==> src/rtl/lcd_message_writer.sv <==
// Streams an NCHAR-character message to the LCD byte FSM as HD44780 bytes:
// optional clear, home, the characters, and a DDRAM jump to line 2 after COLS.
module lcd_message_writer #(
  parameter int          NCHAR      = 16,
  parameter int          COLS       = 8,
  parameter logic [7:0]  LINE2_ADDR = 8'h40,
  parameter int          USE_CLEAR  = 1
) (
  input  logic                 clk,
  input  logic                 reset,
  input  logic                 new_msg,
  input  logic [8*NCHAR-1:0]   msg,
  input  logic                 byte_ready,
  output logic                 byte_valid,
  output logic [7:0]           byte_d,
  output logic                 byte_rs,
  output logic                 busy,
  output logic                 done,
  output logic                 overrun
);

  localparam int IW = (NCHAR > 1) ? $clog2(NCHAR) : 1;
  localparam logic [IW-1:0] LAST_IDX = IW'(NCHAR - 1);
  localparam bit HAS_LINE2 = (NCHAR > COLS);
  // Only meaningful when the message spills onto line 2; otherwise COLS-1 may not fit in idx.
  localparam logic [IW-1:0] COL_END = HAS_LINE2 ? IW'(COLS - 1) : '0;

  typedef enum logic [2:0] {IDLE, CLEAR, HOME, CHAR, LINE2} state_t;
  localparam state_t START = (USE_CLEAR != 0) ? CLEAR : HOME;

  state_t                 state, state_n;
  logic [IW-1:0]          idx, idx_n;
  logic [NCHAR-1:0][7:0]  act_buf, act_n, pend_buf, pend_n;
  logic                   pending, pending_n;
  logic [7:0]             byte_n;
  logic                   xfer, last_xfer;

  assign xfer      = byte_valid & byte_ready;
  assign last_xfer = xfer && (state == CHAR) && (idx == LAST_IDX);
  assign done      = last_xfer;
  assign overrun   = new_msg && (state != IDLE) && pending;

  // Next-state logic; the byte outputs are registered from these next values.
  always_comb begin
    state_n   = state;
    idx_n     = idx;
    act_n     = act_buf;
    pend_n    = pend_buf;
    pending_n = pending;
    byte_n    = 8'h00;

    case (state)
      IDLE: begin
        if (new_msg) begin
          act_n   = msg;
          idx_n   = '0;
          state_n = START;
        end
      end
      CLEAR: if (xfer) state_n = HOME;
      HOME:  if (xfer) state_n = CHAR;
      CHAR: begin
        if (xfer && (idx != LAST_IDX)) begin
          idx_n = idx + 1'b1;
          if (HAS_LINE2 && (idx == COL_END)) state_n = LINE2;
        end
      end
      LINE2: if (xfer) state_n = CHAR;
      default: state_n = IDLE;
    endcase

    if ((state != IDLE) && new_msg) begin
      pend_n    = msg;
      pending_n = 1'b1;
    end

    // Back-to-back messages chain straight into the next header with no idle cycle.
    if (last_xfer) begin
      if (new_msg || pending) begin
        act_n     = new_msg ? msg : pend_buf;
        pending_n = 1'b0;
        idx_n     = '0;
        state_n   = START;
      end else begin
        state_n = IDLE;
      end
    end

    case (state_n)
      CLEAR:   byte_n = 8'h01;
      HOME:    byte_n = 8'h02;
      CHAR:    byte_n = act_n[idx_n];
      LINE2:   byte_n = 8'h80 | LINE2_ADDR;
      default: byte_n = 8'h00;
    endcase
  end

  always_ff @(posedge clk) begin
    if (reset) begin
      state      <= IDLE;
      idx        <= '0;
      act_buf    <= '0;
      pend_buf   <= '0;
      pending    <= 1'b0;
      byte_valid <= 1'b0;
      byte_d     <= 8'h00;
      byte_rs    <= 1'b0;
      busy       <= 1'b0;
    end else begin
      state      <= state_n;
      idx        <= idx_n;
      act_buf    <= act_n;
      pend_buf   <= pend_n;
      pending    <= pending_n;
      byte_valid <= (state_n != IDLE);
      byte_d     <= byte_n;
      byte_rs    <= (state_n == CHAR);
      busy       <= (state_n != IDLE);
    end
  end

endmodule
==> config.mk <==
export PLATFORM = sky130hd
export DESIGN_NAME = lcd_message_writer
export DESIGN_NICKNAME = d
export VERILOG_FILES = /design/src/rtl/lcd_message_writer.sv
export SDC_FILE = /design/constraint.sdc
export NUM_CORES = 1
export LEC_CHECK = 0
export ABC_AREA = 1
export ABC_CLOCK_PERIOD_IN_PS = 3800
export BUFFER_PORTS_ARGS = -buffer_cell sky130_fd_sc_hd__buf_2
export CORE_MARGIN = 2
export CORE_UTILIZATION = 55
export DETAILED_ROUTE_END_ITERATION = 10
export GPL_ROUTABILITY_DRIVEN = 0
export PLACE_DENSITY = 0.75
export SLEW_MARGIN = 25
export SYNTH_ARGS = -nofsm -noshare
export SYNTH_HDL_FRONTEND = slang
export SYNTH_SLANG_ARGS = --single-unit
==> constraint.sdc <==
create_clock -name clk -period 3.8 [get_ports clk]
set_input_delay 0.57 -clock clk [delete_from_list [all_inputs] [get_ports clk]]
set_output_delay 0.57 -clock clk [all_outputs]
set_load 0.05 [all_outputs]
After elaboration in Yosys (flattened, before gate mapping):

Index checks and enable logic that the tools add are counted.

* register bits after elaboration: 274
* word-level logic and storage cells: 86
* memories kept: 0
* input bits: 132
* output and inout bits: 13
* memory bits (writable): 0
* memory bits (read-only): 0
* latch bits: 0

* $mul: 0
* $add $sub $neg: 1
* magnitude comparators: 1
* equality and inequality tests: 11
* shift operators: 0
* reductions and logical operators: 10
* multiplexer cells: 24
* bitwise operators: 1
* divide/modulo/power cells: 0

Operators by type and width (number)
* 128-bit two-way mux: 5
* 8-bit binary-select mux with 4-bit select: 1
* 8-bit case mux with 4 select lines: 1
* 3-bit two-way mux: 6
* 4-bit two-way mux: 4
* 3-bit by 2-bit == test with 1-bit output (second input constant): 4
* 3-bit case mux with 4 select lines: 1
* 8-bit two-way mux: 1
* 4-bit case mux with 2 select lines: 1
* 3-bit by 1-bit == test with 1-bit output (second input constant): 2
* 3-bit == test (second input constant): 2
* 3-bit nonzero test: 2
* 1-bit logical AND: 5
* 4-bit by 5-bit < comparator with 1-bit output (second input constant): 1
* 4-bit by 1-bit adder with 4-bit output (second input constant): 1
* 4-bit by 3-bit == test with 1-bit output (second input constant): 1
* 4-bit == test (second input constant): 1
* 1-bit two-way mux: 4
* 4-bit inequality test (second input constant): 1
* 3-bit logical NOT: 1
* 2-bit OR reduction: 1
* 1-bit bitwise AND: 1
* 1-bit logical OR: 1

Longest topological paths before layout:

Gate-level depths: netlist of the first run.

* depth in word-level cells: 9
* mapped depth: 16
* gate-level depth less buffers: 15

Worst setup path before layout of the first run:

No wires, ideal clock.

* path type: input -> output
* start point: in new_msg
* end point: out overrun
* data required time: 3.230 ns
* slack: 0.949 ns
* stages on the path: 7
* buffers on the path: 3
* arrival time: 2.281 ns
* cells stage by stage: buf_2 -> inv_2 -> nor2_2 -> inv_2 -> clkbuf_1 -> clkbuf_1 -> nor2_1

* word-level cells in the longest chain between the ends: 2

Ends and longest elaborated chain
* from (decl): line 11 `input logic new_msg,`
* 1-bit logical AND (2 in a row): line 41 `assign overrun = new_msg && (state != IDLE) && pending;`
* to (decl): line 19 `output logic overrun`

No other way between the ends.

Final worst setup path of the first run:

* start point: reg state[0]
* end point: out overrun

* word-level cells in the longest chain between the ends: 3

Ends and longest elaborated chain
* from (decl): line 31 `state_t state, state_n;`
* from (signal assigned): line 110 `state <= state_n;`
* 3-bit nonzero test: line 41
* 1-bit logical AND (2 in a row): line 41

No other way between the ends.

==> impl_metrics.ini, run 1 <==
[worst_setup_path]
path_class = flip-flop to output port
cp_max_fo = 30
endpoint_kind = output port
required_ns = 3.23
cp-startpoint = state[0]
crit_end = overrun
r2r_slack_ns = 0.84
worstPathArrival_ns = 2.64
start_kind = flip-flop
r2r-end = byte_d[5]
reg2reg_from = idx[1]
reg2regPathDepth = 14

[placed_design]
dpl.cell_count = 2418
portBuffers = 144
dp_hpwl_um = 25500

[clock_network]
cts_setup_buffers = 0
h-tree-depth = 1
cts_tree = yes
clk_pin_slew_worst_paths_ns = 0.06
clockBufferDepth = 3
cts.repair.resized = 0
clk_latency_ns = 0.55
cts.sinks = 274
numCtsBuffers = 29
hold_buffers = 0
clockRootBuffer = clkbuf_16

[synthesis]
netlist_top_cells_count = 627 x nand2_1, 274 x dfxtp_1, 213 x o21ai_0
ys_seq_area_share_pct = 39.7
yosysWarnings = 0
synth.area.top_cells = dfxtp_1 40%, nand2_1 17%, o21ai_0 7.7%
ys_ff_latch = 274
post-synth-top-area-fraction_pct = 39.7
ys_types = 39
yosysTopAreaCell = dfxtp_1
avgSynthCellArea_sq_um = 6.66
syn_inst = 2075
synth_most_common_cell = nand2_1
async_reset_ff_share_pct = 0
netlist_area_sq_um = 13800
synth-edff-count = 0
yosys_most_used_dff = dfxtp_1
syn_nets = 2208

[sta]
worstMarginPinSlew_ns = 0.944
timing.final.crit_share_pct = 84.3
max-slew-margin-rel_pct = 37.0
rsz0062_at_grt = no
hold_viol_final = 0
maxSlewViolCount = 0
max_freq_mhz = 312
whs_ns = 0.299
fin_crit_ns = 3.21
setup_violations = 0
final.setup.tns_ns = 0
skew_ns = 0.00816

[route]
drc = 0
drt-total-wl_um = 39900
num_vias = 13964
drt_first_iter_violations = 1430
ant_nets = 0
vias_per_cell = 5.66
avgRoutedWirePerCell_um = 16.2
firstDrtPassIters = 5

[power]
switching_share_pct = 26.9
pwr-share-seq_pct = 42.0
p_int_w = 0.00548
power_density_nw_per_um2 = 480
peakVddDrop_v = 0.000349
p_clk_share_pct = 42.7
p_leak_nw = 6.88
switching_power_w = 0.00202
combPwrFrac_pct = 15.3

[global_routing]
grt_pass1_wl_um = 64000
overflow = 0
grt_start_max_net_pins = 172
grt_pass1_vias = 12267
antenna_found_initial = 0
grt_use_total_pct = 29.6

[final_layout]
nets = 2252
antenna_cells = 0
drive_gt1_share_pct = 13.6
syn_to_final_growth_pct = 13.0
final-instance-count-excl-fill = 2468
fill_cells = 2303

[floorplan]
start_util_pct = 55.5
core_area_sq_um = 24900
io_pins = 145
die_height_um = 163
die_width_um = 163
rows = 58
die_area_sq_um = 26400

[status]
status = finished clean

[job]
drv_cap = 0

[worst_hold_path]
min_path_type = input pin to flip-flop
## stage by stage
stage	util [%]	area [sq um]	setup slack, ns	total power, W
after detailed placement	58.4	14500	0.727	0.00433
after global placement	58.4	14500	0.747	0.00430
after floorplan	-	13800	0.949	0.00396
after global routing	62.7	15600	0.507	0.00781
after CTS	62.7	15600	0.631	0.00751
final	62.7	15600	0.595	0.00750
## placed cells by master, fill, tap and decap left out, types with 7 or more instances in the layout
master | Yosys | routed
a211oi_1 | 15 | 15
o21ai_1 | 27 | 27
or2_2 | 32 | 32
clkbuf_16 | 0 | 29
nor2_1 | 108 | 108
nand2_1 | 627 | 627
o221a_2 | 16 | 16
o21ai_0 | 213 | 213
a221oi_1 | 17 | 17
a21boi_0 | 18 | 18
inv_2 | 10 | 7
inv_1 | 158 | 158
dfxtp_1 | 274 | 274
buf_2 | 39 | 143
bufinv_16 | 0 | 8
a21oi_1 | 181 | 180
nand3_1 | 138 | 138
buf_4 | 4 | 24
o211ai_1 | 46 | 46
mux2i_1 | 8 | 8
## cell type report
class	count	area [sq um]	area share [%]
Clock inverter	12	268	1.71
Clock buffer	38	810	5.18
Tap cell	330	413	2.64
Sequential cell	274	5490	35.1
Multi-Input combinational cell	1473	7000	44.8
Inverter	169	643	4.12
Timing Repair Buffer	172	996	6.38
## critical path, stage by stage (launching register included)
cell     delay (ns)
dfxtp_1        0.39
inv_1          0.16
nand2_2        0.42
inv_2          0.30
nor2_2         0.23
inv_4          0.16
nor2_1         0.14
buf_2          0.28
## kinds of logic (layout without fill, tap and decap cells)
kind of cell	after synthesis	in the layout	synth area share (%)
simple gates	923	923	27.5
compound gates	541	541	22.4
buf+inv	328	391	9.70
flops	274	274	39.7
mux	8	8	0.580
fa+ha+maj	1	1	0.0905
## routing by layer
metal  GRT usage [%]  part of all wire [%]  up-vias
met5               0                     0        -
met4            7.96                   2.4        0
met3            3.62                   7.7       64
met2            43.9                    43      572
met1            45.1                    47     6440
li1                -                     -     6888
## how the worst min path moves through the flow
stage | start | end | slack [ns] | depth (start not counted)
6_report | msg[56] | pend_buf[56] | 0.30 | 3
5_1_grt | msg[56] | pend_buf[56] | 0.29 | 3
4_1_cts | msg[56] | pend_buf[56] | 0.29 | 3
3_5_place_dp | pend_buf[59] | pend_buf[59] | 0.44 | 2
3_3_place_gp | pend_buf[103] | pend_buf[103] | 0.44 | 2
2_1_floorplan | pend_buf[6] | pend_buf[6] | 0.42 | 2
## power by group through the flow
stage	logic [W]	registers [W]	clock network [W]
after floorplan	0.000758	0.00320	0
after detailed placement	0.00112	0.00321	0
after global placement	0.00110	0.00320	0
after global routing	0.00128	0.00316	0.00336
after CTS	0.00113	0.00315	0.00323
final	0.00115	0.00315	0.00320
## flip-flops by register name, indices dropped and copies added, names as in the netlist
register,count
pending,1
act_buf,128
byte_d,8
busy,1
state,3
pend_buf,128
byte_rs,1
idx,4
(Power assumes the default switching activity.)
==> run 2: changes to the inputs <==
- ABC_CLOCK_PERIOD_IN_PS: 3800 -> 2650
- CORE_UTILIZATION: 55 -> 54
- PLACE_DENSITY: 0.75 -> 0.77
- clock period: 3.8 -> 2.65 ns (I/O delays scaled with it)
==> run 2 against run 1 <==
  * Power rose by 37%
  * Final area grew 1.3%
  * Utilization is 0.11 points higher
  * Critical path depth grew 8
  * Count of clock-buffer cells in the layout is 8 higher
  * Cell count up 1.0%
  * Wire length grew 3.1%
  * Clock power grew 26%
  * Register-to-register slack got worse by 0.62 ns
  * Critical path type is now flip-flop to flip-flop
  * Largest cell class unchanged
==> impl_metrics.ini, run 2 (synthesized netlist as in run 1, its figures left out) <==
[status]
status = finished clean

[route]
drc = 0
num_vias = 14220
ant_nets = 0
avgRoutedWirePerCell_um = 16.5
firstDrtPassIters = 5
vias_per_cell = 5.70
drt_first_iter_violations = 1681
drt-total-wl_um = 41100

[final_layout]
drive_gt1_share_pct = 14.3
fill_cells = 2237
layout_commonest_cell = nand2_1
utilization_pct = 62.9
mostFrequentLayoutCells = 627 x nand2_1, 274 x dfxtp_1, 213 x o21ai_0
syn_to_final_growth_pct = 14.5
nets = 2276
reg.largest.list = act_buf: 128 flops, pend_buf: 128 flops, byte_d: 8 flops

[clock_network]
numCtsBuffers = 29
hold_buffers = 0
clockRootBuffer = clkbuf_16
clk_pin_slew_worst_paths_ns = 0.06
cts_tree = yes
cts.sinks = 274
cts.repair.resized = 0
clockBufferDepth = 3
cts_setup_buffers = 0
clk_latency_ns = 0.55
h-tree-depth = 1

[sta]
final.setup.tns_ns = 0
setup_violations = 0
rsz0062_at_grt = no
timing.final.crit_share_pct = 91.8
maxSlewViolCount = 0
hold_viol_final = 0
worstMarginPinSlew_ns = 0.748
max_freq_mhz = 411
skew_ns = 0.00824
fin_ws_ns = 0.218
fin_crit_ns = 2.43
max-slew-margin-rel_pct = 50.1

[worst_hold_path]
holdPathStages = 3
hold_start = msg[64]
min_path_type = input pin to flip-flop

[placed_design]
dp_hpwl_um = 27200
pre_cts_ws_ns = 0.198
portBuffers = 144

[floorplan]
io_pins = 145
core_area_sq_um = 25200
rows = 58
start_util_pct = 54.9
die_area_sq_um = 26900
die_height_um = 164
die_width_um = 164

[power]
p_leak_nw = 7.00
peakVddDrop_v = 0.000443
power_density_nw_per_um2 = 650

[global_routing]
grt_pass1_wl_um = 65500
antenna_found_initial = 1
grt_start_max_net_pins = 104
grt_use_total_pct = 30.2
overflow = 0
grt_pass1_vias = 12732

[worst_setup_path]
cp-startpoint = idx[0]
start_kind = flip-flop
worstPathArrival_ns = 2.91
path_class = flip-flop to flip-flop
critical_path.max_stage_delay_ns = 0.38
reg2regPathDepth = 15
required_ns = 3.13
cpMostUsedCell = nand3_1
reg2reg_from = idx[0]
r2r_slack_ns = 0.22
slowest_stage = dfxtp_1
path_cells = ha_1, nand3_2, nor2_4, nand3_4, inv_4, buf_12, buf_4, o211ai_1, o21ai_0, nand2_1, nand3_1, nand3_1, nand3_1, nand2_1, nor2_1
endpoint_kind = flip-flop
cp_max_fo = 21

[job]
drv_cap = 0
-- run 2: changes by cell type in the layout (fill, tap and decap cells not counted), moves of 2 or more --
cell / change
buf_4: +10
clkinvlp_4: -3
clkbuf_8: +2
clkbuf_1: +6
bufinv_16: -6
buf_12: +12
-- run 2: routing by layer --
metal	global-route usage (%)	up-vias	share of wire (%)
met5	0	-	0
met4	8.21	0	2.3
met3	3.69	81	9.3
met2	45.9	713	43
met1	45.0	6479	45
li1	-	6947	-
-- run 2: power breakdown --
group          leakage (nW)  internal (W)  switching (W)
clock network         0.456       0.00239        0.00165
logic                  4.30      0.000578        0.00115
registers              2.25       0.00442      0.0000891
-- run 2: final cells by class --
class	instances	area (sq um)	area share, %
antenna	1	2.50	0.0158
sequential	274	5490	34.7
tap	330	413	2.61
clock inverter	4	70.1	0.443
multi-input combinational	1473	7010	44.3
clock buffer	46	860	5.43
timing repair buffer	196	1350	8.51
inverter	169	643	4.06
-- run 2: path summary, 6_finish.rpt --
check	endpoint
setup / recovery	byte_d[2]
hold / removal	pend_buf[64]
setup reg to reg	byte_d[2]
hold reg to reg	pend_buf[86]
-- run 2: through the flow --
step	total power (W)	instance area [sq um]	cells	hold slack (ns)
after floorplan	0.00568	13800	2075	0.424
after global placement	0.00624	14900	2441	0.432
after detailed placement	0.00628	14900	2441	0.437
after CTS	0.0103	15800	2491	0.118
after global routing	0.0107	15800	2493	0.134
final	0.0103	15800	2493	0.129
-- run 2: critical path, delay by kind of cell, from the launching register on --
kind	cells	cell delay, ns
flip-flops	1	0.38
adder cells (fa/ha/maj)	1	0.22
buffers and inverters	3	0.52
AND/OR/NAND/NOR	9	1.02
AO/OA/AOI/OAI	2	0.22
